[src/rtl/cordic_pkg.sv]
// Shared constants for the CORDIC output path: default sizes, the CSD
// decomposition of the gain-compensation constant K, and K as a real.
package cordic_pkg;

  localparam int CORDIC_WIDTH_DEF = 22;
  localparam int GUARD_BITS_DEF   = 4;
  localparam int FIFO_DEPTH_DEF   = 4;

  // K = 2^-1 + 2^-3 - 2^-6 - 2^-9 - 2^-12 + 2^-14 + 2^-16; the first
  // CSD_P1_TERMS terms form partial sum p1, the remainder form p2.
  localparam int CSD_TERMS    = 7;
  localparam int CSD_P1_TERMS = 4;
  localparam int CSD_SHIFT [CSD_TERMS] = '{1, 3, 6, 9, 12, 14, 16};
  localparam bit CSD_NEG   [CSD_TERMS] = '{1'b0, 1'b0, 1'b1, 1'b1, 1'b1, 1'b0, 1'b0};

  localparam real CORDIC_K = 0.607254028;

endpackage

[src/rtl/cordic_gain_fifo.sv]
// First-word-fall-through FIFO used as a CORDIC output buffer; exposes
// occupancy so the producer can run credit-based flow control.
module cordic_gain_fifo #(
  parameter int WIDTH = 44,
  parameter int DEPTH = 4
) (
  input  logic                       clk,
  input  logic                       reset,
  input  logic                       push_i,
  input  logic [WIDTH-1:0]           data_i,
  input  logic                       pop_i,
  output logic [WIDTH-1:0]           data_o,
  output logic [$clog2(DEPTH+1)-1:0] count_o
);

  localparam int PW = (DEPTH > 1) ? $clog2(DEPTH) : 1;
  localparam int CW = $clog2(DEPTH + 1);

  logic [WIDTH-1:0] mem_q [DEPTH];
  logic [PW-1:0]    wrPtr_q;
  logic [PW-1:0]    rdPtr_q;
  logic [CW-1:0]    count_q;

  function automatic logic [PW-1:0] nextPtr(input logic [PW-1:0] p);
    return (p == PW'(DEPTH - 1)) ? '0 : p + PW'(1);
  endfunction

  // Storage is cleared on reset so the head never reads as X when empty.
  always_ff @(posedge clk) begin
    if (reset) begin
      wrPtr_q <= '0;
      rdPtr_q <= '0;
      count_q <= '0;
      for (int i = 0; i < DEPTH; i++) mem_q[i] <= '0;
    end else begin
      if (push_i) begin
        mem_q[wrPtr_q] <= data_i;
        wrPtr_q        <= nextPtr(wrPtr_q);
      end
      if (pop_i) rdPtr_q <= nextPtr(rdPtr_q);
      case ({push_i, pop_i})
        2'b10:   count_q <= count_q + CW'(1);
        2'b01:   count_q <= count_q - CW'(1);
        default: count_q <= count_q;
      endcase
    end
  end

  assign data_o  = mem_q[rdPtr_q];
  assign count_o = count_q;

  pushWhenFull: assert property (@(posedge clk) disable iff (reset)
    !(push_i && (count_q == CW'(DEPTH))));
  popWhenEmpty: assert property (@(posedge clk) disable iff (reset)
    !(pop_i && (count_q == '0)));

endmodule

[src/rtl/cordic_gain_comp.sv]
// CORDIC gain compensation: x/y times K via a 2-stage CSD shift-add, buffered
// in a FWFT FIFO. Define CORDIC_GAIN_ROUND_EN for round-half-up reduction.
module cordic_gain_comp
  import cordic_pkg::*;
#(
  parameter int CORDIC_WIDTH = CORDIC_WIDTH_DEF,
  parameter int GUARD_BITS   = GUARD_BITS_DEF,
  parameter int FIFO_DEPTH   = FIFO_DEPTH_DEF
) (
  input  logic                              clk,
  input  logic                              reset,
  input  logic signed [CORDIC_WIDTH-1:0]    x_in,
  input  logic signed [CORDIC_WIDTH-1:0]    y_in,
  input  logic                              in_valid,
  output logic                              in_ready,
  output logic signed [CORDIC_WIDTH-1:0]    x_out,
  output logic signed [CORDIC_WIDTH-1:0]    y_out,
  output logic                              out_valid,
  input  logic                              out_ready,
  output logic [$clog2(FIFO_DEPTH+1)-1:0]   level,
  output logic                              drop_err,
  input  logic                              err_clr
);

  localparam int IW = CORDIC_WIDTH + GUARD_BITS + 1;
  localparam int CW = $clog2(FIFO_DEPTH + 1);

`ifdef CORDIC_GAIN_ROUND_EN
  localparam logic signed [IW-1:0] HALF_LSB = IW'(1) << (GUARD_BITS - 1);
`else
  localparam logic signed [IW-1:0] HALF_LSB = '0;
`endif

  logic                           acceptIn;
  logic                           s1Valid_q;
  logic                           s2Valid_q;
  logic                           dropErr_q;
  logic                           dropErr_d;
  logic [CW-1:0]                  fifoCount;
  logic [2*CORDIC_WIDTH-1:0]      fifoHead;
  logic signed [CORDIC_WIDTH-1:0] chanIn  [2];
  logic signed [CORDIC_WIDTH-1:0] chanOut [2];

  // Credits count samples already in the pipeline, so a write never meets a full FIFO.
  assign in_ready  = (int'(fifoCount) + int'(s1Valid_q) + int'(s2Valid_q)) < FIFO_DEPTH;
  assign acceptIn  = in_valid && in_ready;
  assign dropErr_d = (dropErr_q && !err_clr) || (in_valid && !in_ready);

  assign chanIn[0] = x_in;
  assign chanIn[1] = y_in;

  for (genvar ch = 0; ch < 2; ch++) begin : g_chan
    logic signed [IW-1:0]           ext;
    logic signed [IW-1:0]           p1_d;
    logic signed [IW-1:0]           p2_d;
    logic signed [IW-1:0]           p1_q;
    logic signed [IW-1:0]           p2_q;
    logic signed [IW-1:0]           sum_d;
    logic signed [CORDIC_WIDTH-1:0] red_d;
    logic signed [CORDIC_WIDTH-1:0] red_q;

    assign ext = IW'(chanIn[ch]) <<< GUARD_BITS;

    always_comb begin
      p1_d = '0;
      p2_d = '0;
      for (int i = 0; i < CSD_TERMS; i++) begin
        if (i < CSD_P1_TERMS)
          p1_d = CSD_NEG[i] ? p1_d - (ext >>> CSD_SHIFT[i]) : p1_d + (ext >>> CSD_SHIFT[i]);
        else
          p2_d = CSD_NEG[i] ? p2_d - (ext >>> CSD_SHIFT[i]) : p2_d + (ext >>> CSD_SHIFT[i]);
      end
    end

    assign sum_d = p1_q + p2_q + HALF_LSB;
    assign red_d = CORDIC_WIDTH'(sum_d >>> GUARD_BITS);

    always_ff @(posedge clk) begin
      if (acceptIn) begin
        p1_q <= p1_d;
        p2_q <= p2_d;
      end
      if (s1Valid_q) red_q <= red_d;
    end

    assign chanOut[ch] = red_q;
  end

  always_ff @(posedge clk) begin
    if (reset) begin
      s1Valid_q <= 1'b0;
      s2Valid_q <= 1'b0;
      dropErr_q <= 1'b0;
    end else begin
      s1Valid_q <= acceptIn;
      s2Valid_q <= s1Valid_q;
      dropErr_q <= dropErr_d;
    end
  end

  cordic_gain_fifo #(
    .WIDTH (2 * CORDIC_WIDTH),
    .DEPTH (FIFO_DEPTH)
  ) u_fifo (
    .clk     (clk),
    .reset   (reset),
    .push_i  (s2Valid_q),
    .data_i  ({chanOut[0], chanOut[1]}),
    .pop_i   (out_valid && out_ready),
    .data_o  (fifoHead),
    .count_o (fifoCount)
  );

  assign x_out     = fifoHead[2*CORDIC_WIDTH-1:CORDIC_WIDTH];
  assign y_out     = fifoHead[CORDIC_WIDTH-1:0];
  assign out_valid = (fifoCount != '0);
  assign level     = fifoCount;
  assign drop_err  = dropErr_q;

endmodule
[config.mk]
export PLATFORM = sky130hd
export DESIGN_NAME = cordic_gain_comp
export DESIGN_NICKNAME = d
export VERILOG_FILES = /design/src/rtl/cordic_pkg.sv /design/src/rtl/cordic_gain_fifo.sv /design/src/rtl/cordic_gain_comp.sv
export SDC_FILE = /design/constraint.sdc
export NUM_CORES = 1
export LEC_CHECK = 0
export CORE_ASPECT_RATIO = 0.6
export CORE_MARGIN = 1.5
export CORE_UTILIZATION = 24
export CTS_CLUSTER_DIAMETER = 30
export DETAILED_ROUTE_END_ITERATION = 10
export GPL_ROUTABILITY_DRIVEN = 0
export PLACE_DENSITY_LB_ADDON = 0.3
export SYNTH_ARGS = -nofsm -noshare
export SYNTH_HDL_FRONTEND = slang
export SYNTH_HIERARCHICAL = 1
export SYNTH_SLANG_ARGS = --single-unit
[constraint.sdc]
create_clock -name clk -period 5.2 [get_ports clk]
set_clock_uncertainty 0.2 [all_clocks]
set_input_delay 1.56 -clock clk [delete_from_list [all_inputs] [get_ports clk]]
set_output_delay 1.56 -clock clk [all_outputs]
set_load 0.1 [all_outputs]
# Word level (Yosys, flattened, before mapping)
# Memories as Yosys holds them, arrays and structs flattened. A register that Yosys moved wholly into a read port is not among the register bits.
# Index checks and enable logic that the tools add are counted.
[word_totals]
reg_bits = 149
ramBits = 176
elab_cells = 61
mem_count = 1
[memory_table]
columns = ["name", "words", "word_bits", "rd", "rd_clocked_by_memory_dff", "wr", "line_no", "text"]
rows = [
  ["u_fifo.mem_q", 4, 44, 1, 1, 4, "cordic_gain_fifo.sv:19", "logic [WIDTH-1:0] mem_q [DEPTH];"],
]
[classes]
add_sub_neg = 20
n_lt_le_gt_ge = 1
eq_ne = 4
mux = 13
reduce_logical = 10
[ops]
columns = ["op", "count"]
rows = [
  ["adder 25 x 23 -> 26 bit", 2],
  ["subtractor 26 x 17 -> 26 bit", 2],
  ["subtractor 26 x 20 -> 26 bit", 2],
  ["two-way mux 44 bit", 1],
  ["OR reduction 44 bit", 1],
  ["adder 16 x 10 -> 17 bit", 2],
  ["adder 15 x 12 -> 16 bit", 2],
  ["subtractor 1 x 14 -> 15 bit (first input constant)", 2],
  ["adder 26 x 17 -> 26 bit", 1],
  ["adder 26 bit", 1],
  ["two-way mux 2 bit", 5],
  ["equality test 2 bit (second input constant)", 3],
  ["two-way mux 1 bit", 6],
  ["case mux 3 bit (2 select lines)", 1],
  ["adder 4 x 1 -> 5 bit", 1],
  ["less-than comparator 5 x 3 -> 1 bit (second input constant)", 1],
  ["adder 2 x 1 -> 2 bit (second input constant)", 2],
  ["adder 3 x 1 -> 4 bit", 1],
  ["logical AND 1 bit", 4],
  ["adder 3 x 1 -> 3 bit (second input constant)", 1],
  ["nonzero test 3 bit", 1],
  ["subtractor 3 x 1 -> 3 bit (second input constant)", 1],
  ["equality test 2 x 1 -> 1 bit (second input constant)", 1],
  ["logical NOT 1 bit", 2],
  ["other kinds (2)", 2],
]

# Depth between registers and ports, before layout
# Gate-level depths: netlist of the first run.
[logic_depth]
depth_word = 6
mapped_depth = 14
ltp_nobuf = 14

# Hierarchy
# The synthesis of the first run kept the hierarchy.
[modules_own_cells]
columns = ["mod", "n_inst", "cells_each", "area_each_um2"]
rows = [
  ["cordic_gain_comp", 1, 1109, 11887.7],
  ["cordic_gain_fifo", 1, 467, 7946.4],
]

# Worst setup path after synthesis of the first run
# No wires, ideal clock.
[synth_timing]
kind = "register to register"
from = "register u_fifo.count_q[0], in the netlist u_fifo/count_o[0]"
to = "register g_chan[0].p1_q[0], enable pin"
arrival_time_ps = 5273
required_ps = 4547
setup_slack_ps = -727
stages_incl_launch_ff = 5
synth_period_minus_slack_ps = 5927
path_cell_list = "dfxtp_1 > ha_1 > a21o_1 > a21oi_1 > and2_1"
[synth_between]
elab_chain_cells = 4
[synth_rtl]
columns = ["item", "line_no", "text"]
rows = [
  ["start, declared", "cordic_gain_fifo.sv:22", "logic [CW-1:0] count_q;"],
  ["start signal, assigned", "cordic_gain_fifo.sv:42", "2'b10: count_q <= count_q + CW'(1);"],
  ["start signal, assigned", "cordic_gain_fifo.sv:43", "2'b01: count_q <= count_q - CW'(1);"],
  ["start signal, assigned", "cordic_gain_fifo.sv:44", "default: count_q <= count_q;"],
  ["adder 3 x 1 -> 4 bit", "cordic_gain_comp.sv:45", "assign in_ready = (int'(fifoCount) + int'(s1Valid_q) + int'(s2Valid_q)) < FIFO_DEPTH;"],
  ["adder 4 x 1 -> 5 bit", "cordic_gain_comp.sv:45", ""],
  ["less-than comparator 5 x 3 -> 1 bit", "cordic_gain_comp.sv:45", ""],
  ["via in_ready", "cordic_gain_comp.sv:15", "output logic in_ready,"],
  ["logical AND 1 bit", "cordic_gain_comp.sv:46", "assign acceptIn = in_valid && in_ready;"],
  ["via acceptIn", "cordic_gain_comp.sv:34", "logic acceptIn;"],
  ["end signal, assigned", "cordic_gain_comp.sv:80", "p1_q <= p1_d;"],
  ["end, declared", "cordic_gain_comp.sv:56", "logic signed [IW-1:0] p1_q;"],
]
# The timed path passes the listed nets, and every way through them passes these cells.
# A chain may end at the register's enable or synchronous reset.

# Worst setup path after layout of the first run
[layout_timing]
from = "input port x_in[14]"
to = "register g_chan[0].p1_q[24], data pin"
[layout_between]
elab_chain_cells = 3
[layout_rtl]
columns = ["item", "line_no", "text"]
rows = [
  ["start, declared", "cordic_gain_comp.sv:12", "input logic signed [CORDIC_WIDTH-1:0] x_in,"],
  ["adder 25 x 23 -> 26 bit", "cordic_gain_comp.sv:69", "p1_d = CSD_NEG[i] ? p1_d - (ext >>> CSD_SHIFT[i]) : p1_d + (ext >>> CSD_SHIFT[i]);"],
  ["subtractor 26 x 20 -> 26 bit", "cordic_gain_comp.sv:69", ""],
  ["subtractor 26 x 17 -> 26 bit (*)", "cordic_gain_comp.sv:69", ""],
  ["via g_chan[0].p1_d[24]", "cordic_gain_comp.sv:54", "logic signed [IW-1:0] p1_d;"],
]
# Mark *: on every way through the listed nets, which the timed path passes. The rest lies on a longest branch.

==> impl_results.md, run 1 <==
* WL/cell at 16.4 µm
* N_diodes at 0
* Post-Synthesis Cells at roughly 1600
* Worst-Skew Late Latency at 0.58 ns
* Share of flip-flops with an asynchronous set or reset at 0%
* CTS Buf Count at 66
* Seq/Total Area, Yosys at 47.5%
* Die X at ~370 µm
* Row count at 81
* Vias in the first global route at between 10000 and 15000
* Area delta synth->final at 30.1%
* Die footprint at 0.0844 mm²
* Initial Util at 24.3%
* Crit path arrival time at 5.11 ns
* Ports at 99
* Detailed placement HPWL at 36.0 mm
* Hold Violations, Final at 0
* Layout cells sized above 1 at 22.3%
* Lkg Pwr at 10.7 nW
* CTS Root Cell: clkbuf_16
* Final setup fails at 0
* Reg clk slew, reported paths at 0.04 ns
* Fmax at between 150 and 200 MHz
* Design Power at between 0.01 and 0.015 W
* R2R depth at 9
* Largest net degree at the start of global routing at 46
* Core Area at 0.0817 mm²
* Worst Setup End Kind: flip-flop
* Critical Path Start Type: primary input
* Synth Register Bits at 318
* R2r startpoint: g_chan[1].p1_q[3]
* Clock Tree Buf Depth at 3
* ANT nets after route at 0
* Post-synthesis cell type count at just over 70
* Setup TNS at 0 ns
* DR iter-0 viols at 733
* CTS H-Tree Depth at 3
* Via count at 12977
* Mapped Avg Cell Area at about 13 µm²
* Antenna violations before repair at 1
* Syn nets at about 1900
* Crit path capture: g_chan[0].p1_q[24]
* Final Max Slew Viols at 0
* NumNets Final at approximately 2200
* CP Class: in2reg
* Total GRT Usage at 12.0%
* DR vias/cell at 4.27
* Synthesized cell area at 0.0198 mm²
* DRC viols at 0
* Fillcell total at 8231
* Minimum clock period at 5.02 ns
* Hold WC Path Type: reg2reg
* Worst VDD drop at 0.420 mV
* Synth Warn # at 6
* FF-to-FF End: g_chan[1].red_q[18]
* First-pass GRT wire length at 77.3 mm
* RSZ-0062 raised after global routing: no
* Clock sink count at 318
* IO Port Bufs at 98
* Actual slew at the worst max-slew pin at 1.05 ns
* Status: finished clean
* Most used DFF post-synth: edfxtp_1
* Power density over the cells at just over 500 mW/mm²
* R2R setup slack at 2.10 ns
* Headroom to the max-slew limit at 29.6%
* Number of synthesized flops with an enable pin at 306
* Worst setup path start: x_in[14]
* Drt total wl at 49.9 mm
* Die H at 226 µm
* Max-cap violations at 0
* DR pass1 iterations at 5
* CTS tree: done
* Worst path required time at 5.30 ns
* GRT overflow at 0
* Fin crit share at 96.4%
* Critical path fanouts, max at 3
==> cell families (layout without fill, tap and decap cells) <==
family	after synthesis	in the layout	share of synthesized area (%)
AND/OR/NAND/NOR	392	392	10.9
adder cells (fa/ha/maj)	239	239	18.8
XOR/XNOR	109	109	4.81
AO/OA/AOI/OAI	246	246	8.36
multiplexers	47	47	5.15
flip-flops	318	318	47.5
buffers and inverters	225	606	4.40
==> layout make-up <==
cell class | instances | area, µm² | area share (%)
multi-input cells | 1033 | 9670 | 37.5
inverters | 196 | 736 | 2.85
flip-flops and latches | 318 | 9440 | 36.6
clock buffers | 76 | 1780 | 6.91
clock inverters | 45 | 505 | 1.96
repair buffers | 289 | 2330 | 9.05
well taps | 1079 | 1350 | 5.23
==> worst min-delay path by stage <==
stage	cells after the start	startpoint	endpoint	slack (ns)
after detailed placement	2	drop_err	drop_err	0.26
after global routing	2	drop_err	drop_err	0.31
after global placement	2	drop_err	drop_err	0.27
after floorplan	2	u_fifo/rdPtr_q[1]	flip-flop	0.29
after CTS	2	drop_err	drop_err	0.28
final	2	drop_err	drop_err	0.28
==> synthesized netlist by cell type, drive strengths merged (4+ instances only) <==
master	n	area share, %
o21ai	38	1.0
a211oi	5	0.24
a31o	4	0.18
and3	8	0.25
nand2b	12	0.38
xnor2	86	3.8
or3	5	0.18
xor2	23	1.0
clkbuf	20	0.44
mux4	44	5.0
nor3	27	0.79
nand4	5	0.16
o21bai	12	0.47
nor2	72	1.4
ha	140	8.8
nand3	16	0.40
o211ai	6	0.23
fa	99	10
and2	180	5.7
and4	6	0.26
nand2	39	0.74
buf	9	0.25
a21o	37	1.4
inv	196	3.7
edfxtp	306	46
nor2b	15	0.47
o21a	10	0.38
dfxtp	12	1.2
a31oi	15	0.47
a21oi	84	2.2
==> worst max-delay path, stage by stage <==
cell and delay, ns:
clkdlybuf4s50_1 0.56, buf_4 0.14, inv_1 0.08, fa_1 0.51, fa_1 0.51, inv_1 0.04, ha_1 0.30, a21o_1 0.18
a21o_1 0.17, a21o_1 0.17, a21oi_1 0.18, o21ai_0 0.18, a31o_2 0.25, a21oi_1 0.17, xnor2_1 0.10
==> sequential cells by signal, indices dropped and copies added (netlist names), named ones only <==
| signal | flops |
|---|---|
| u_fifo/mem_q | 176 |
| g_chan.p1_q | 52 |
| g_chan.red_q | 44 |
| g_chan.p2_q | 34 |
| u_fifo/count_o | 3 |
| u_fifo/rdPtr_q | 2 |
| u_fifo/wrPtr_q | 2 |
| drop_err | 1 |
| s1Valid_q | 1 |
| s2Valid_q | 1 |
==> cells in the final DEF (no fill, tap or decap), types with 23 or more instances in the layout <==
master	netlist	layout
a21o_1	37	37
a21oi_1	82	79
and2_1	180	179
buf_4	4	234
clkbuf_16	0	69
clkdlybuf4s50_1	0	50
edfxtp_1	306	306
fa_1	99	98
ha_1	140	140
inv_1	195	195
mux4_2	44	44
nand2_1	39	38
nor2_1	72	71
o21ai_0	34	33
xnor2_1	86	86
xor2_1	23	23
==> power by group <==
group	total, W	switching [W]	internal, W
clock network	0.00428	0.00141	0.00287
registers	0.00382	0.000261	0.00356
logic	0.00530	0.00315	0.00215
total	0.0134	0.00482	0.00857
==> layer usage <==
metal  up-vias  GRT usage (%)  share of wire (%)
met4         0           3.49                2.3
met5         -              0                  0
li1       6251              -                  -
met1      6389           18.1                 52
met2       261           16.6                 40
met3        76           2.73                5.3
==> metrics by stage <==
stage | hold WS [ns] | setup WS [ns] | instance area (µm²) | utilization [%] | instances
2_1_floorplan | 0.292 | 0.152 | 19800 | - | 1576
3_3_place_gp | 0.270 | -0.472 | 23400 | 28.7 | 2914
3_5_place_dp | 0.264 | -0.539 | 23400 | 28.7 | 2914
4_1_cts | 0.282 | 0.0494 | 25700 | 31.5 | 3035
5_1_grt | 0.308 | 0.0149 | 25800 | 31.6 | 3036
6_report | 0.279 | 0.185 | 25800 | 31.6 | 3036
==> timing repair <==
item | in CTS | in global routing
endpoints found under the setup margin | 0 | 12
setup buffers | 0 | 1
resized for setup | 0 | 21
hold buffers | 0 | 0
Power figures use the tool's default switching activity.
==> run 2, diff against run 1 <==
--- a/config.mk
+++ b/config.mk
@@ -12,6 +12,7 @@
 export DETAILED_ROUTE_END_ITERATION = 10
 export GPL_ROUTABILITY_DRIVEN = 0
 export PLACE_DENSITY_LB_ADDON = 0.3
+export RECOVER_POWER = 100
 export SYNTH_ARGS = -nofsm -noshare
 export SYNTH_HDL_FRONTEND = slang
 export SYNTH_HIERARCHICAL = 1
==> run 2 against run 1 <==
  * The run now ends with capacitance limit, slew limit left
  * Setup slack worse by 0.073 ns
  * Core utilization fell by 0.34 points
  * Critical path depth is 2 lower
  * Sequential power about the same
  * Total power is 0.88% lower
  * Clock power about the same
  * Combinational power down 2%
  * First-iteration DRC count shrank 3.4%
  * Wire length barely moved
  * Critical path type unchanged
  * Largest cell class unchanged
==> impl_results.md, run 2 (synthesis results as in run 1) <==
* NumNets Final at 2192 (unchanged)
* Critical path fanouts, max at 3 (unchanged)
* Vias in the first global route at 13279 (unchanged)
* Failing checks: capacitance limit, slew limit
* R2R setup slack at 0.86 ns (-1.24 ns)
* Crit path arrival time at 5.21 ns (+0.10 ns)
* DR iter-0 viols at 708 (-3.4%)
* Final Max Slew Viols at 317 (+317)
* Total GRT Usage at 12.0% (unchanged)
* Max reg flops at 176 (unchanged)
* N_diodes at 0 (unchanged)
* Actual slew at the worst max-slew pin at 3.19 ns (+2.14 ns)
* Setup ws final at 0.112 ns (-0.0730 ns)
* Setup WS pre-CTS at -0.539 ns (unchanged)
* CTS H-Tree Depth at 3 (unchanged)
* Multi-input gate area at 0.00956 mm² (-1.1%)
* Largest net degree at the start of global routing at 46 (unchanged)
* Area delta synth->final at 28.7%
* Hold path depth at 2 (unchanged)
* DR pass1 iterations at 5 (unchanged)
* IO Port Bufs at 98 (unchanged)
* Cells after DPL at 2914 (unchanged)
* GRT overflow at 0 (unchanged)
* ANT nets after route at 0 (unchanged)
* Hold WC Path Type: reg2reg
* CTS tree: done
* Headroom to the max-slew limit at -113% (-140 points)
* CP Class: in2reg
* Worst path required time at 5.32 ns (+0.02 ns)
* Fin crit share at 97.8% (+1.4 points)
* Hold_buf cts at 0 (unchanged)
* Drt total wl at 49.9 mm (about the same)
* CTS Root Cell: clkbuf_16
* DR vias/cell at 4.28 (+0.17%)
* Die X at 374 µm (unchanged)
* Fmax at 197 MHz (-1.4%)
* Final setup fails at 0 (unchanged)
* FF/Latch Area at 0.00943 mm² (about the same)
* Reg clk slew, reported paths at 0.05 ns (about the same)
* Worst VDD drop at 0.404 mV (-3.8%)
* Fillcell total at 8253 (+0.27%)
* First-pass GRT wire length at 77.3 mm (unchanged)
* Initial Util at 24.3% (unchanged)
* CTS Buf Count at 66 (unchanged)
* R2R depth at 5 (-4)
* Hold Violations, Final at 0 (unchanged)
* Clock sink count at 318 (unchanged)
* Commonest non-fill, non-tap cells in the layout: 306 x edfxtp_1, 196 x inv_1, 164 x buf_4, 140 x ha_1
* Clock Tree Buf Depth at 3 (unchanged)
* R2r startpoint: u_fifo/count_o[0]
* Worst-Skew Late Latency at 0.57 ns (about the same)
* Ports at 99 (unchanged)
* Die H at 226 µm (unchanged)
* Power density over the cells at 520 mW/mm² (+0.20%)
* Largest regs: u_fifo/mem_q (176), g_chan.p1_q (52), g_chan.red_q (44)
* Antenna violations before repair at 1 (unchanged)
* Detailed placement HPWL at 36.0 mm (unchanged)
* Core Area at 0.0817 mm² (unchanged)
* DRC viols at 0 (unchanged)
* Hold Crit Endpoint: drop_err
* Die footprint at 0.0844 mm² (unchanged)
* Worst Setup End Kind: flip-flop
* Via count at 12999 (+0.17%)
* Lkg Pwr at 10.5 nW (-1.6%)
* Layout cells sized above 1 at 20.8% (-1.5 points)
* WL/cell at 16.4 µm (about the same)
* Minimum clock period at 5.09 ns (+0.0730 ns)
* Most common cell after layout, fill and taps aside: edfxtp_1
* FF-to-FF End: g_chan[0].p1_q[22]
* Critical Path Start Type: primary input
* Row count at 81 (unchanged)
* Max-cap violations at 9 (+9)
* Hold Startpoint: drop_err
* Final std cells w/o fill at 3036 (unchanged)
* Status: finished, violations left
* Largest Register: u_fifo/mem_q
-- run 2: cell types whose count changed in the layout (fill, tap and decap cells not counted), sizes merged --
cell,change
clkbuf,+70
clkdlybuf4s50,-13
dlygate4sd3,+13
buf,-70
-- run 2: worst max path at each step --
| stage | slack (ns) | from | endpoint | depth (start not counted) |
|---|---|---|---|---|
| after floorplan | 0.15 | u_fifo/count_o[0] | g_chan[0].p1_q[0] | 4 |
| after global placement | -0.47 | x_in[0] | g_chan[0].p1_q[22] | 15 |
| after detailed placement | -0.54 | x_in[0] | g_chan[0].p1_q[22] | 15 |
| after CTS | 0.05 | x_in[0] | g_chan[0].p1_q[22] | 15 |
| after global routing | -0.006 | x_in[9] | g_chan[0].p1_q[23] | 14 |
| final | 0.11 | y_in[12] | g_chan[1].p1_q[22] | 13 |
-- run 2: what timing repair did --
action                                 in CTS  in global routing
setup buffers                               0                  1
setup endpoints to repair                   0                 12
gates resized for setup                     0                 21
endpoints found under the hold margin       0                  0
-- run 2: layout make-up --
type	instances	share of cell area (%)
multi-input combinational	1033	37.4
sequential	318	36.9
timing repair buffer	289	8.48
clock buffer	76	6.98
tap	1079	5.29
inverter	196	2.88
clock inverter	45	1.98
-- run 2: power by group --
part	internal (W)	switching (W)	total (W)
logic	0.00205	0.00312	0.00518
registers	0.00356	0.000263	0.00383
clock network	0.00287	0.00141	0.00428
total	0.00848	0.00480	0.0133
-- run 2: layer usage --
| layer | GRT usage, % | wire, µm | up-vias |
|---|---|---|---|
| li1 | - | - | 6254 |
| met5 | 0 | 0 | - |
| met1 | 18.1 | 26100 | 6392 |
| met4 | 3.49 | 1130 | 0 |
| met2 | 16.6 | 20000 | 275 |
| met3 | 2.73 | 2650 | 78 |
-- run 2: critical path, stage by stage --
cell and delay [ns]:
dlygate4sd3_1 0.63, fa_1 0.48, fa_1 0.50, inv_1 0.05, ha_1 0.28, a2111oi_1 0.36, o211ai_1 0.29, nand3_1 0.15
o221ai_1 0.27, o21ai_2 0.27, o21bai_1 0.09, a21oi_1 0.17, xnor2_1 0.10
-- run 2: per-stage QoR --
step	power, W	area (µm²)	hold WS (ns)	util [%]	setup TNS (ns)
after detailed placement	0.00915	23400	0.264	28.7	-10.24
after CTS	0.0135	25700	0.282	31.5	0
final	0.0133	25500	0.275	31.3	0
after floorplan	0.00748	19800	0.292	-	0
after global placement	0.00910	23400	0.270	28.7	-8.88
after global routing	0.0141	25500	0.305	31.3	-0.00553
==> run 3, diff against run 2 <==
--- a/config.mk
+++ b/config.mk
@@ -11,6 +11,7 @@
 export CTS_CLUSTER_DIAMETER = 30
 export DETAILED_ROUTE_END_ITERATION = 10
 export GPL_ROUTABILITY_DRIVEN = 0
+export GPL_TIMING_DRIVEN = 0
 export PLACE_DENSITY_LB_ADDON = 0.3
 export RECOVER_POWER = 100
 export SYNTH_ARGS = -nofsm -noshare
==> constraint.sdc (replaced) <==
create_clock -name clk -period 6.3 [get_ports clk]
set_clock_uncertainty 0.2 [all_clocks]
set_input_delay 1.89 -clock clk [delete_from_list [all_inputs] [get_ports clk]]
set_output_delay 1.89 -clock clk [all_outputs]
set_load 0.1 [all_outputs]
==> run 3 against run 2 <==
  * The flow still finishes with violations (capacitance limit, slew limit)
  * First-iteration DRC count rose by 3.7%
  * Setup slack gained 0.21 ns
  * Clock power decreased by 23%
  * Final cell count down 5.3%
  * Wire length is 5.6% lower
  * Sequential share of layout area increased by 1.9 points
  * Via count down 5.9%
  * Hold slack gained 0.0039 ns
  * Sequential cell count unchanged
  * Largest power group unchanged
==> impl_results.md, run 3 (synthesis results as in run 1) <==
* Status: finished, violations left
* Failing checks: capacitance limit, slew limit
* R2r startpoint: s2Valid_q
* CP max-delay cell: clkdlybuf4s50_1
* Layout cells sized above 1 at 9.25% (-12 points)
* Fmax at 167 MHz
* CP peak stage delay at 0.69 ns (+0.06 ns)
* Max reg flops at 176 (unchanged)
* Antenna violations before repair at 2 (+1)
* DR iter-0 viols at 734 (+3.7%)
* Minimum clock period at 5.98 ns
* Hold path depth at 2 (unchanged)
* Initial Util at 24.3% (unchanged)
* Power density over the cells at 429 mW/mm² (-18%)
* ANT nets after route at 0 (unchanged)
* Dpl cell area at 0.0223 mm² (-4.7%)
* Critical Path Start Type: primary input
* Core Area at 0.0817 mm² (unchanged)
* Vias in the first global route at 12567 (-5.4%)
* Final Core Density at 29.7% (-1.5 points)
* Actual slew at the worst max-slew pin at 3.14 ns (-0.0488 ns)
* CP top delay family: compound AO/OA/AOI/OAI gates
* Final Max Slew Viols at 233 (-26%)
* Worst path bufs/invs at 3 (+1)
* DRC viols at 0 (unchanged)
* Worst Setup End Kind: flip-flop
* Fin crit share at 95.0%
* Worst VDD drop at 0.424 mV (+4.9%)
* Hold WC Path Type: reg2reg
* CP Cell Sequence: clkdlybuf4s50_1 > inv_1 > fa_1 > fa_1 > inv_1 > ha_1 > and3_1 > a221oi_2 > o21ai_0 > o41ai_2 > nor3_1 > a31oi_1 > xnor2_1
* Hold_buf cts at 0 (unchanged)
* DR pass1 iterations at 5 (unchanged)
* Reg clk slew, reported paths at 0.04 ns (about the same)
* Lkg Pwr at 9.59 nW (-8.8%)
* Largest Register: u_fifo/mem_q
* DR vias/cell at 4.26 (-0.59%)
* Most common cell after layout, fill and taps aside: edfxtp_1
* Crit path arrival time at 6.08 ns (+0.87 ns)
* Design Power at 0.0104 W (-22%)
* IO Port Bufs at 98 (unchanged)
* Largest regs: u_fifo/mem_q (176), g_chan.p1_q (52), g_chan.red_q (44)
* Clock sink count at 318 (unchanged)
* Area delta synth->final at 22.4%
* CTS resizes at 0 (unchanged)
* Worst-Skew Late Latency at 0.59 ns (+0.02 ns)
* Row count at 81 (unchanged)
* Die X at 374 µm (unchanged)
* First-pass GRT wire length at 73.4 mm (-4.9%)
* CTS tree: done
* WL/cell at 16.4 µm (-0.33%)
* Worst Hold Slack at 0.278 ns (+0.00391 ns)
* Worst path required time at 6.40 ns (+1.08 ns)
* Headroom to the max-slew limit at -110% (+3.3 points)
* Hold Crit Endpoint: drop_err
* CP Class: in2reg
* GRT overflow at 0 (unchanged)
* CTS Buf Count at 61 (-7.6%)
* Ports at 99 (unchanged)
* Die footprint at 0.0844 mm² (unchanged)
* Fin area at 0.0243 mm² (-4.9%)
* CTS Root Cell: clkbuf_16
* Max-cap violations at 11 (+2)
* Final setup fails at 0 (unchanged)
* R2R setup slack at 1.62 ns (+0.76 ns)
* Levels on crit path at 13 (unchanged)
* R2R depth at 3 (-2)
* NumNets Final at 2031 (-7.3%)
* Critical path fanouts, max at 5 (+2)
* CTS H-Tree Depth at 2 (-1)
* Hold Violations, Final at 0 (unchanged)
* Largest net degree at the start of global routing at 46 (unchanged)
* Hold Startpoint: drop_err
* Via count at 12237 (-5.9%)
* Setup Buffers After CTS at 0 (unchanged)
* Die H at 226 µm (unchanged)
* FF-to-FF End: u_fifo/mem_q[2][9]
* Clock Tree Buf Depth at 3 (unchanged)
* RSZ-0062 raised after global routing: no
* Commonest non-fill, non-tap cells in the layout: 306 x edfxtp_1, 195 x inv_1, 140 x ha_1, 100 x and2_0, 99 x fa_1
* Total GRT Usage at 11.2% (-0.76 points)
* Detailed placement HPWL at 35.5 mm (-1.3%)
* Drt total wl at 47.1 mm (-5.6%)
-- run 3: cell types whose count changed in the layout (fill, tap and decap cells not counted), sizes merged, moves of 3 or more --
cell          delta
dlymetal6s2s     -3
clkbuf          -47
inv              +7
clkinv           -9
dlygate4sd3     +50
buf            -156
-- run 3: worst max path at each step --
stage          slack, ns               from                  to
2_1_floorplan       0.37  u_fifo/count_o[0]   g_chan[0].p1_q[0]
3_3_place_gp       -0.15           x_in[10]  g_chan[0].p1_q[25]
3_5_place_dp       -0.21           x_in[10]  g_chan[0].p1_q[25]
4_1_cts             0.35           x_in[10]  g_chan[0].p1_q[25]
5_1_grt             0.09           x_in[10]  g_chan[0].p1_q[23]
6_report            0.32           x_in[10]  g_chan[0].p1_q[23]
-- run 3: report_power, final --
part / switching (W) / leakage [nW] / internal (W) / total, W
registers: 0.000188 / 3.17 / 0.00294 / 0.00313
clock network: 0.00113 / 1.03 / 0.00218 / 0.00331
logic: 0.00251 / 5.40 / 0.00146 / 0.00397
-- run 3: per-stage QoR --
| stage | setup TNS (ns) | instances | setup WS, ns |
|---|---|---|---|
| detailed placement | -0.396 | 2759 | -0.214 |
| global placement | -0.234 | 2753 | -0.148 |
| CTS | 0 | 2874 | 0.354 |
| global route | 0 | 2874 | 0.0867 |
| finish | 0 | 2875 | 0.318 |
| floorplan | 0 | 1576 | 0.373 |
-- run 3: layer usage --
metal | share of wire (%) | GRT usage (%) | vias to the layer above
met2 | 40 | 15.8 | 211
met4 | 1.5 | 2.39 | 0
met1 | 54 | 17.5 | 6046
li1 | - | - | 5924
met5 | 0 | 0 | -
met3 | 4.2 | 2.03 | 56
-- run 3: layout make-up --
cell class,instances,area [µm²]
Buffer,29,126
Inverter,196,736
Clock inverter,41,520
Multi-Input combinational cell,1033,9460
Tap cell,1079,1350
Antenna cell,1,2.50
Clock buffer,74,1630
Sequential cell,318,9430
Fill cell,8300,57400
Timing Repair Buffer,104,1020
-- run 3: worst register-to-register path: cells and delay by family (launching register included) --
kind	cells	cell delay (ns)
flip-flops	1	0.44
AO/OA/AOI/OAI	1	2.22
AND/OR/NAND/NOR	1	0.13
buffers and inverters	1	1.27
